==> config.mk <==
export PLATFORM = sky130hd
export DESIGN_NAME = ccc_reconfig_ctrl_flat
export DESIGN_NICKNAME = d
export VERILOG_FILES = /design/src/rtl/ccc_reconfig_ctrl_if.sv /design/src/rtl/ccc_reconfig_ctrl.sv /design/src/flat_wrapper.sv
export SDC_FILE = /design/constraint.sdc
export NUM_CORES = 1
export LEC_CHECK = 0
export CORE_MARGIN = 2
export CORE_UTILIZATION = 50
export DETAILED_ROUTE_END_ITERATION = 8
export PLACE_DENSITY = 0.85
export SLEW_MARGIN = 10
export SYNTH_ARGS = -nofsm -noshare
export SYNTH_HDL_FRONTEND = slang
export SYNTH_SLANG_ARGS = --single-unit
==> constraint.sdc <==
create_clock -name pclk_i -period 2.6 [get_ports pclk_i]
set_input_delay 0.39 -clock pclk_i [delete_from_list [all_inputs] [get_ports pclk_i]]
set_output_delay 0.39 -clock pclk_i [all_outputs]
set_load 0.005 [all_outputs]
==> src/rtl/ccc_reconfig_ctrl_if.sv <==
// ccc_reconfig_ctrl_if: bundle between the reconfiguration controller, the CCC APB
// configuration port and the external per-profile configuration table.
//   psel/penable/pwrite/paddr/pwdata : APB master request (controller -> CCC)
//   prdata                           : APB read data (CCC -> controller)
//   tbl_sel/tbl_idx                  : table lookup key (controller -> table)
//   tbl_addr/tbl_data                : combinational table result (table -> controller)
interface ccc_reconfig_ctrl_if;
  logic       psel;
  logic       penable;
  logic       pwrite;
  logic [5:0] paddr;
  logic [7:0] pwdata;
  logic [7:0] prdata;
  logic [1:0] tbl_sel;
  logic [3:0] tbl_idx;
  logic [5:0] tbl_addr;
  logic [7:0] tbl_data;

  modport master (
    output psel, penable, pwrite, paddr, pwdata, tbl_sel, tbl_idx,
    input  prdata, tbl_addr, tbl_data
  );

  modport slave (
    input  psel, penable, pwrite, paddr, pwdata, tbl_sel, tbl_idx,
    output prdata, tbl_addr, tbl_data
  );
endinterface

==> src/rtl/ccc_reconfig_ctrl.sv <==
// ccc_reconfig_ctrl: programs a CCC PLL from a profile table over APB, verifies every
// register by readback, releases the PLL reset and waits for a stable lock, retrying the
// whole sequence on readback mismatch or lock timeout.
//   pclk_i, rst_i      : clock and synchronous active-high reset
//   start_i, profile_i : one-cycle (re)configure request and the profile to use
//   lock_i             : PLL lock, asynchronous to pclk_i
//   pll_arst_n_o       : active-low PLL reset
//   busy_o, ready_o, error_o, err_code_o, retry_cnt_o, lock_lost_o : status
//   bus                : APB master + config table lookup
module ccc_reconfig_ctrl #(
  parameter int unsigned NUM_REGS      = 8,
  parameter int unsigned ARST_CYCLES   = 16,
  parameter int unsigned LOCK_TIMEOUT  = 4096,
  parameter int unsigned STABLE_CYCLES = 256,
  parameter int unsigned MAX_RETRY     = 3
) (
  input  logic                       pclk_i,
  input  logic                       rst_i,
  input  logic                       start_i,
  input  logic [1:0]                 profile_i,
  input  logic                       lock_i,
  output logic                       pll_arst_n_o,
  output logic                       busy_o,
  output logic                       ready_o,
  output logic                       error_o,
  output logic [1:0]                 err_code_o,
  output logic [1:0]                 retry_cnt_o,
  output logic                       lock_lost_o,
  ccc_reconfig_ctrl_if.master        bus
);

  localparam int unsigned ArstW  = $clog2(ARST_CYCLES + 1);
  localparam int unsigned TmoW   = $clog2(LOCK_TIMEOUT + 1);
  localparam int unsigned StabW  = $clog2(STABLE_CYCLES + 1);
  localparam int unsigned RetryW = (MAX_RETRY < 3) ? 2 : $clog2(MAX_RETRY + 1);

  localparam logic [3:0]        LastIdx  = 4'(NUM_REGS - 1);
  localparam logic [ArstW-1:0]  ArstLast = ArstW'(ARST_CYCLES - 1);
  localparam logic [TmoW-1:0]   TmoLast  = TmoW'(LOCK_TIMEOUT - 1);
  // STABLE is left when the count reaches STABLE_CYCLES, so it lasts STABLE_CYCLES+1 cycles.
  localparam logic [StabW-1:0]  StabLast = StabW'(STABLE_CYCLES);
  localparam logic [RetryW-1:0] RetryMax = RetryW'(MAX_RETRY);

  localparam logic [1:0] ErrReadback = 2'b01;
  localparam logic [1:0] ErrTimeout  = 2'b10;

  typedef enum logic [3:0] {
    StIdle, StArst, StWrSetup, StWrAccess, StRdSetup, StRdAccess,
    StRelease, StWaitLock, StStable, StRun, StFail
  } state_e;

  state_e              state_q, state_d;
  logic [1:0]          sel_q, sel_d;
  logic [3:0]          idx_q, idx_d;
  logic [ArstW-1:0]    arst_cnt_q, arst_cnt_d;
  logic [TmoW-1:0]     tmo_cnt_q, tmo_cnt_d;
  logic [StabW-1:0]    stab_cnt_q, stab_cnt_d;
  logic [RetryW-1:0]   retry_q, retry_d;
  logic [1:0]          err_q, err_d;
  logic                lost_q, lost_d;
  logic                pll_arst_n_q, pll_arst_n_d;
  logic                lock_meta_q, lock_s_q;
  logic                do_retry;
  logic                start_ok;

  assign start_ok = start_i && (state_q inside {StIdle, StRun, StFail});

  always_comb begin
    state_d    = state_q;
    sel_d      = sel_q;
    idx_d      = idx_q;
    arst_cnt_d = '0;
    tmo_cnt_d  = '0;
    stab_cnt_d = '0;
    retry_d    = retry_q;
    err_d      = err_q;
    lost_d     = lost_q;
    do_retry   = 1'b0;

    unique case (state_q)
      StIdle, StFail: ;
      StRun: begin
        if (!lock_s_q) begin
          lost_d  = 1'b1;
          state_d = StWaitLock;
        end
      end
      StArst: begin
        idx_d = '0;
        if (arst_cnt_q == ArstLast) state_d = StWrSetup;
        else arst_cnt_d = arst_cnt_q + 1'b1;
      end
      StWrSetup: state_d = StWrAccess;
      StWrAccess: begin
        if (idx_q == LastIdx) begin
          idx_d   = '0;
          state_d = StRdSetup;
        end else begin
          idx_d   = idx_q + 4'd1;
          state_d = StWrSetup;
        end
      end
      StRdSetup: state_d = StRdAccess;
      StRdAccess: begin
        if (bus.prdata != bus.tbl_data) begin
          err_d    = ErrReadback;
          do_retry = 1'b1;
        end else if (idx_q == LastIdx) begin
          state_d = StRelease;
        end else begin
          idx_d   = idx_q + 4'd1;
          state_d = StRdSetup;
        end
      end
      StRelease: state_d = StWaitLock;
      StWaitLock: begin
        tmo_cnt_d = tmo_cnt_q;
        if (lock_s_q) begin
          state_d = StStable;
        end else if (tmo_cnt_q == TmoLast) begin
          err_d    = ErrTimeout;
          do_retry = 1'b1;
        end else begin
          tmo_cnt_d = tmo_cnt_q + 1'b1;
        end
      end
      StStable: begin
        // The timeout budget keeps running across lock glitches.
        tmo_cnt_d = tmo_cnt_q;
        if (!lock_s_q) state_d = StWaitLock;
        else if (stab_cnt_q == StabLast) state_d = StRun;
        else stab_cnt_d = stab_cnt_q + 1'b1;
      end
      default: state_d = StIdle;
    endcase

    if (do_retry) begin
      if (retry_q < RetryMax) begin
        retry_d = retry_q + 1'b1;
        state_d = StArst;
      end else begin
        state_d = StFail;
      end
    end

    if (start_ok) begin
      sel_d   = profile_i;
      retry_d = '0;
      err_d   = '0;
      lost_d  = 1'b0;
      state_d = StArst;
    end

    // Registered from the next state so the PLL reset never glitches.
    pll_arst_n_d = !(state_d inside {StArst, StWrSetup, StWrAccess, StRdSetup, StRdAccess,
                                     StRelease});
  end

  always_ff @(posedge pclk_i) begin
    if (rst_i) begin
      state_q      <= StIdle;
      sel_q        <= '0;
      idx_q        <= '0;
      arst_cnt_q   <= '0;
      tmo_cnt_q    <= '0;
      stab_cnt_q   <= '0;
      retry_q      <= '0;
      err_q        <= '0;
      lost_q       <= 1'b0;
      pll_arst_n_q <= 1'b1;
      lock_meta_q  <= 1'b0;
      lock_s_q     <= 1'b0;
    end else begin
      state_q      <= state_d;
      sel_q        <= sel_d;
      idx_q        <= idx_d;
      arst_cnt_q   <= arst_cnt_d;
      tmo_cnt_q    <= tmo_cnt_d;
      stab_cnt_q   <= stab_cnt_d;
      retry_q      <= retry_d;
      err_q        <= err_d;
      lost_q       <= lost_d;
      pll_arst_n_q <= pll_arst_n_d;
      lock_meta_q  <= lock_i;
      lock_s_q     <= lock_meta_q;
    end
  end

  assign bus.psel    = state_q inside {StWrSetup, StWrAccess, StRdSetup, StRdAccess};
  assign bus.penable = state_q inside {StWrAccess, StRdAccess};
  assign bus.pwrite  = state_q inside {StWrSetup, StWrAccess};
  assign bus.paddr   = bus.psel ? bus.tbl_addr : 6'd0;
  assign bus.pwdata  = bus.pwrite ? bus.tbl_data : 8'd0;
  assign bus.tbl_sel = sel_q;
  assign bus.tbl_idx = idx_q;

  assign pll_arst_n_o = pll_arst_n_q;
  assign busy_o       = !(state_q inside {StIdle, StRun, StFail});
  assign ready_o      = (state_q == StRun);
  assign error_o      = (state_q == StFail);
  assign err_code_o   = err_q;
  assign lock_lost_o  = lost_q;

  always_comb begin
    if (retry_q >= RetryW'(3)) retry_cnt_o = 2'd3;
    else retry_cnt_o = retry_q[1:0];
  end

endmodule

==> src/flat_wrapper.sv <==
// flat-port wrapper written by rule: the top's interface ports become plain ports
module ccc_reconfig_ctrl_flat 
#(
  parameter int unsigned NUM_REGS      = 8,
  parameter int unsigned ARST_CYCLES   = 16,
  parameter int unsigned LOCK_TIMEOUT  = 4096,
  parameter int unsigned STABLE_CYCLES = 256,
  parameter int unsigned MAX_RETRY     = 3
)
  (pclk_i, rst_i, start_i, profile_i, lock_i, pll_arst_n_o, busy_o, ready_o, error_o, err_code_o, retry_cnt_o, lock_lost_o, bus_psel, bus_penable, bus_pwrite, bus_paddr, bus_pwdata, bus_tbl_sel, bus_tbl_idx, bus_prdata, bus_tbl_addr, bus_tbl_data);
  ccc_reconfig_ctrl_if bus_i ();
  input  logic pclk_i;
  input  logic rst_i;
  input  logic start_i;
  input  logic [1:0] profile_i;
  input  logic lock_i;
  output logic pll_arst_n_o;
  output logic busy_o;
  output logic ready_o;
  output logic error_o;
  output logic [1:0] err_code_o;
  output logic [1:0] retry_cnt_o;
  output logic lock_lost_o;
  output wire logic [$bits(bus_i.psel)-1:0] bus_psel;
  output wire logic [$bits(bus_i.penable)-1:0] bus_penable;
  output wire logic [$bits(bus_i.pwrite)-1:0] bus_pwrite;
  output wire logic [$bits(bus_i.paddr)-1:0] bus_paddr;
  output wire logic [$bits(bus_i.pwdata)-1:0] bus_pwdata;
  output wire logic [$bits(bus_i.tbl_sel)-1:0] bus_tbl_sel;
  output wire logic [$bits(bus_i.tbl_idx)-1:0] bus_tbl_idx;
  input wire logic [$bits(bus_i.prdata)-1:0] bus_prdata;
  input wire logic [$bits(bus_i.tbl_addr)-1:0] bus_tbl_addr;
  input wire logic [$bits(bus_i.tbl_data)-1:0] bus_tbl_data;
  assign bus_psel = bus_i.psel;
  assign bus_penable = bus_i.penable;
  assign bus_pwrite = bus_i.pwrite;
  assign bus_paddr = bus_i.paddr;
  assign bus_pwdata = bus_i.pwdata;
  assign bus_tbl_sel = bus_i.tbl_sel;
  assign bus_tbl_idx = bus_i.tbl_idx;
  assign bus_i.prdata = bus_prdata;
  assign bus_i.tbl_addr = bus_tbl_addr;
  assign bus_i.tbl_data = bus_tbl_data;
  ccc_reconfig_ctrl #(.NUM_REGS(NUM_REGS), .ARST_CYCLES(ARST_CYCLES), .LOCK_TIMEOUT(LOCK_TIMEOUT), .STABLE_CYCLES(STABLE_CYCLES), .MAX_RETRY(MAX_RETRY)) u_core (.pclk_i(pclk_i), .rst_i(rst_i), .start_i(start_i), .profile_i(profile_i), .lock_i(lock_i), .pll_arst_n_o(pll_arst_n_o), .busy_o(busy_o), .ready_o(ready_o), .error_o(error_o), .err_code_o(err_code_o), .retry_cnt_o(retry_cnt_o), .lock_lost_o(lock_lost_o), .bus(bus_i));
endmodule
; Word level (Yosys, flattened, before mapping)
; Index checks and enable logic that the tools add are counted.
; Widths: inputs -> output; s select.
[op_classes]
n_addsub = 5
n_lt_le_gt_ge = 2
eq_ne = 27
mux = 30
bitwise = 3
n_reduce_logical = 20
[ops]
columns = cell, count
row1 = $mux 4, 12
row2 = $pmux 4 s10, 1
row3 = $eq 4x3->1 const B, 8
row4 = $mux 13, 2
row5 = $pmux 13 s2, 1
row6 = $eq 4x2->1 const B, 4
row7 = $add 13x1->13 const B, 1
row8 = $eq 13x12->1 const B, 1
row9 = $eq 4x4->1 const B, 3
row10 = $pmux 4 s3, 1
row11 = $mux 2, 5
row12 = $add 9x1->9 const B, 1
row13 = $eq 9x9->1 const B, 1
row14 = $eq 4x1->1 const B, 2
row15 = $mux 8, 1
row16 = $ne 2x2->1 const B, 4
row17 = $ne 8x8->1, 1
row18 = $mux 6, 1
row19 = $reduce_and 3->1, 2
row20 = $reduce_bool 2->1, 3
row21 = $reduce_bool 3->1, 2
row22 = $reduce_bool 6->1, 1
row23 = $add 5x1->5 const B, 1
row24 = $eq 5x4->1 const B, 1
row25 = other kinds (19), 27
[word_totals]
ff_bits = 45
input_bits = 28

; Depth between registers and ports, before layout
[depth]
ltp_word = 9
depth_mapped = 8

; Worst setup path before layout
; No wires, ideal clock.
[synth_timing]
path_type = register -> register
from = reg u_core.arst_cnt_q[0]
to = reg u_core.pll_arst_n_q (netlist: u_core.pll_arst_n_o)
setup_time_ns = 0.079
arrival_ns = 1.801
setup_slack_ns = 0.719
stages_incl_launch_ff = 9
cell_sequence = dfxtp_1 -> ha_1 -> and3_1 -> ha_1 -> mux2_2 -> a221oi_1 -> o21a_1 -> mux2i_1 -> a22oi_1
[synth_between]
elab_chain_len = 8
[synth_lines]
columns = element, line_no
row1 = start: declaration, ccc_reconfig_ctrl.sv:55  ; logic [ArstW-1:0] arst_cnt_q, arst_cnt_d;
row2 = start signal: assignment, ccc_reconfig_ctrl.sv:177  ; arst_cnt_q <= arst_cnt_d;
row3 = $eq 5x4->1 (*), ccc_reconfig_ctrl.sv:90  ; if (arst_cnt_q == ArstLast) state_d = StWrSetup;
row4 = $mux 4 (*), ccc_reconfig_ctrl.sv:90
row5 = $pmux 4 s10 (*), ccc_reconfig_ctrl.sv:80  ; unique case (state_q)
row6 = $mux 4 (*), ccc_reconfig_ctrl.sv:137  ; if (do_retry) begin
row7 = $mux 4 (*), ccc_reconfig_ctrl.sv:146  ; if (start_ok) begin
row8 = $eq 4x1->1 (tied with other cells), ccc_reconfig_ctrl.sv:155  ; pll_arst_n_d = !(state_d inside {StArst, StWrSetup, StWrAccess, StRdSetup, StRdAccess,
row9 = $reduce_bool 6->1 (*), ccc_reconfig_ctrl.sv:155
row10 = $logic_not 1->1 (*), ccc_reconfig_ctrl.sv:155
row11 = end signal: assignment, ccc_reconfig_ctrl.sv:183  ; pll_arst_n_q <= pll_arst_n_d;
row12 = end: declaration, ccc_reconfig_ctrl.sv:61  ; logic pll_arst_n_q, pll_arst_n_d;
; Every way passes the cells marked *; elsewhere a longest branch is shown, timed or not.
; A chain may end at the register's enable or synchronous reset.

; Worst setup path in the final report
[layout_timing]
from = reg u_core.state_q[3]
to = out busy_o
[layout_between]
elab_chain_len = 3
[layout_lines]
columns = element, line_no
row1 = start: declaration, ccc_reconfig_ctrl.sv:52  ; state_e state_q, state_d;
row2 = start signal: assignment, ccc_reconfig_ctrl.sv:161  ; state_q <= StIdle;
row3 = start signal: assignment, ccc_reconfig_ctrl.sv:174  ; state_q <= state_d;
row4 = $eq 4x4->1 / $logic_not 4->1 (equally long branches), ccc_reconfig_ctrl.sv:198  ; assign busy_o = !(state_q inside {StIdle, StRun, StFail});
row5 = $reduce_bool 3->1 (*), ccc_reconfig_ctrl.sv:198
row6 = $logic_not 1->1 (*), ccc_reconfig_ctrl.sv:198
row7 = end: declaration, flat_wrapper.sv:18  ; output logic busy_o;
; Marks and branches as above.

==> impl_results.md <==
- Critical Path, Cell by Cell: xor2_1 -> o21a_1 -> nor2_1 -> inv_1 -> clkdlybuf4s50_1
- Port Buffers: 59
- Area Growth Syn to Fin: 28.6%
- Drt pass-1 iters: 4
- Diode count: 0
- Max_slew headroom: 23.9%
- Peak Freq: 0.418 GHz
- DRT antenna net count: 0
- Async SR Flop Fraction: 0%
- DRT iter0 DRCs: 80
- Footprint of the multi-input gates: 1470 um2
- Top_reg_cell synth: dfxtp_1
- Global-route wire length before repair: 9330 um
- Site row count: 25
- Max Cap Violations: 0
- Main area contributors after synthesis: dfxtp_1, xor2_1, nor2_1
- WL/cell: 13.4 um
- Final hold viol count: 0
- Routability cong.: 0.947
- Top cells by count, synth: dfxtp_1, nor2_1, xor2_1
- Clock skew: 0.00485 ns
- RR Startpoint: u_core.tmo_cnt_q[0]
- Synth warn: 0
- Vias post-DR: 2226
- Hold_sp: u_core.lock_meta_q
- Worst Reg2Reg Path Length in Cells: 7
- Hold EP: u_core.lock_s_q
- Number of cells on the critical path: 5
- Layout fillers: 411
- Mapped Area: 2500 um2
- RSZ-0062 raised after global routing: false
- All-Layer GR Usage: 21.6%
- Initial core utilization: 52.2%
- Die Ht: 74.7 um
- Clock Sinks: 45
- Seq. cell area: 901 um2
- Number of vias per cell: 5.26
- Leak: 1.20 nW
- Min cycle time layout: 2.39 ns
- TritonCTS clock tree: yes
- Syn Area/Cell: 8.45 um2
- FF+latch count, synth: 45
- Clk buf depth: 2
- Power per cell area: 386 nW/um2
- R2R setup slack: 0.35 ns
- Maximum vdd ir drop: 425 uV
- Area fraction of the dominant cell type after synthesis: 36.0%
- Nets in the synthesized netlist: 331
- Outcome: complete, no violations
- Fin crit share: 92.0%
- Post_cts resized: 0
- FF-to-FF End: u_core.tmo_cnt_q[2]
- CP Capture Type: output pin
- Crit path buffers/inverters: 2
- Hold WS: 0.449 ns
- Drc violations: 0
- Endpoints failing setup: 0
- Initial antenna violation count: 0
- Post-layout instance area: 3210 um2
- Max-slew violation count: 0
- TritonCTS Buffers: 5
- Register area share after synthesis: 36.0%
- Critical Path RT: 2.21 ns
- Worst-Skew Late Latency: 0.29 ns
- Min-Delay Path Class: register to register
- Routed wire length: 5680 um
- H-tree Lvls: 2
- Die ar.: 5580 um2
- Crit Path Class: register to output pin
- Pwr Total: 0.00124 W
- CP max stage cell: dfxtp_1
- Post-DP Area: 3130 um2
- CP Data Arrival Time: 2.00 ns
- Top Ports: 60
- Largest net degree at the start of global routing: 15
- Post-synth top area cell: dfxtp_1
- Worst Tran Pin Value: 1.13 ns
- Vias in the first global route: 2106
- Cell count of the worst hold path: 1
- DP Wirelength: 4460 um
- Core box area: 4790 um2
- Die W: 74.7 um
- Nets: 390
- CP Launch Type: register
- Max FO, Critical Path: 14
- Syn Inst Count: 296
- Most frequent cell after synthesis: dfxtp_1
- Global route overflow: 0
- Netlist cell types: 49
- Postcts setup bufs: 0
- CTS clk-pin slew, worst paths: 0.08 ns
- Critical Path Max Stage Delay: 0.68 ns
- Setup_tns: 0 ns
- Number of synthesized flops with an enable pin: 0
- Layout cells sized above 1: 8.15%
- CTS root buf: clkbuf_8
- Crit-path leading delay family: flip-flops
- # hold bufs at CTS: 0
==> worst register-to-register path, stage by stage (launching register included) <==
cell and delay [ns]:
dfxtp_1 0.34, ha_1 0.23, nand4_1 0.12, nor4_1 0.07, o21ai_0 0.88, nand3_1 0.22, xor2_1 0.20, nor2_1 0.05
==> stage by stage <==
| step | utilization (%) | worst slack (ns) | instances |
|---|---|---|---|
| 2_1_floorplan | - | 0.719 | 296 |
| 3_5_place_dp | 65.4 | 0.165 | 415 |
| 6_report | 67.2 | 0.208 | 423 |
| 4_1_cts | 67.1 | 0.171 | 423 |
| 3_3_place_gp | 65.4 | 0.239 | 415 |
| 5_1_grt | 67.2 | 0.0772 | 423 |
==> worst max path at each step <==
stage | end | from | slack [ns]
floorplan | u_core.pll_arst_n_o | u_core.arst_cnt_q[0] | 0.72
global placement | u_core.bus.tbl_idx[2] | bus_tbl_data[3] | 0.24
detailed placement | u_core.bus.tbl_idx[2] | bus_tbl_data[3] | 0.16
CTS | bus_penable | u_core.state_q[2] | 0.17
global route | busy_o | u_core.state_q[3] | 0.08
finish | busy_o | u_core.state_q[3] | 0.21
==> layer usage <==
| metal | global-route usage [%] | routed length [um] | vias to the layer above |
|---|---|---|---|
| met5 | 0 | 0 | - |
| met3 | 3.88 | 232 | 9 |
| li1 | - | - | 1129 |
| met2 | 38.0 | 2740 | 50 |
| met1 | 27.2 | 2620 | 1038 |
| met4 | 6.35 | 89 | 0 |
==> cell type report <==
cell class | instances | share of cell area, %
clock buffers | 6 | 2.26
clock inverters | 2 | 0.311
inverters | 12 | 1.40
multi-input cells | 227 | 45.9
flip-flops and latches | 45 | 28.0
well taps | 67 | 2.61
repair buffers | 64 | 19.5
==> flip-flops by register name, summed over array words and instances, names as in the netlist <==
name	count
u_core.tmo_cnt_q	13
u_core.stab_cnt_q	9
u_core.arst_cnt_q	5
u_core.bus.tbl_idx	4
u_core.state_q	4
u_core.bus.tbl_sel	2
u_core.err_code_o	2
u_core.retry_q	2
u_core.lock_lost_o	1
u_core.lock_meta_q	1
u_core.lock_s_q	1
u_core.pll_arst_n_o	1
==> logic make-up after synthesis <==
logic type,count (synthesis),synth area share [%]
muxes,6,2.45
DFF,45,36.0
buffers and inverters,24,5.11
and+or+nand+nor,147,32.8
adders and majority gates,7,3.50
xor gates and xnor gates,31,10.9
AOI/OAI and AO/OA,36,9.26
==> report_power, final <==
group	leakage, nW	internal, W	total, W	switching (W)
combinational	0.793	0.0000705	0.000125	0.0000540
clock	0.0450	0.000186	0.000408	0.000222
sequential	0.364	0.000697	0.000707	0.00000994
==> cells in the final DEF (no fill, tap or decap), types with 3 or more instances in the layout <==
cell,instances
nor2b_1,5
o21ai_0,7
and3_1,8
clkdlybuf4s50_1,59
nand4_1,13
ha_1,7
nor2_1,42
xor2_1,26
nor3_1,6
mux2i_1,5
or2_2,3
xnor2_1,5
nand3_1,10
clkbuf_8,5
dfxtp_1,45
nand2_1,19
or3_1,3
a21oi_1,14
buf_4,5
nand2b_1,3
inv_1,12
and2_1,15
No activity file was read; power rests on OpenSTA's default activity.
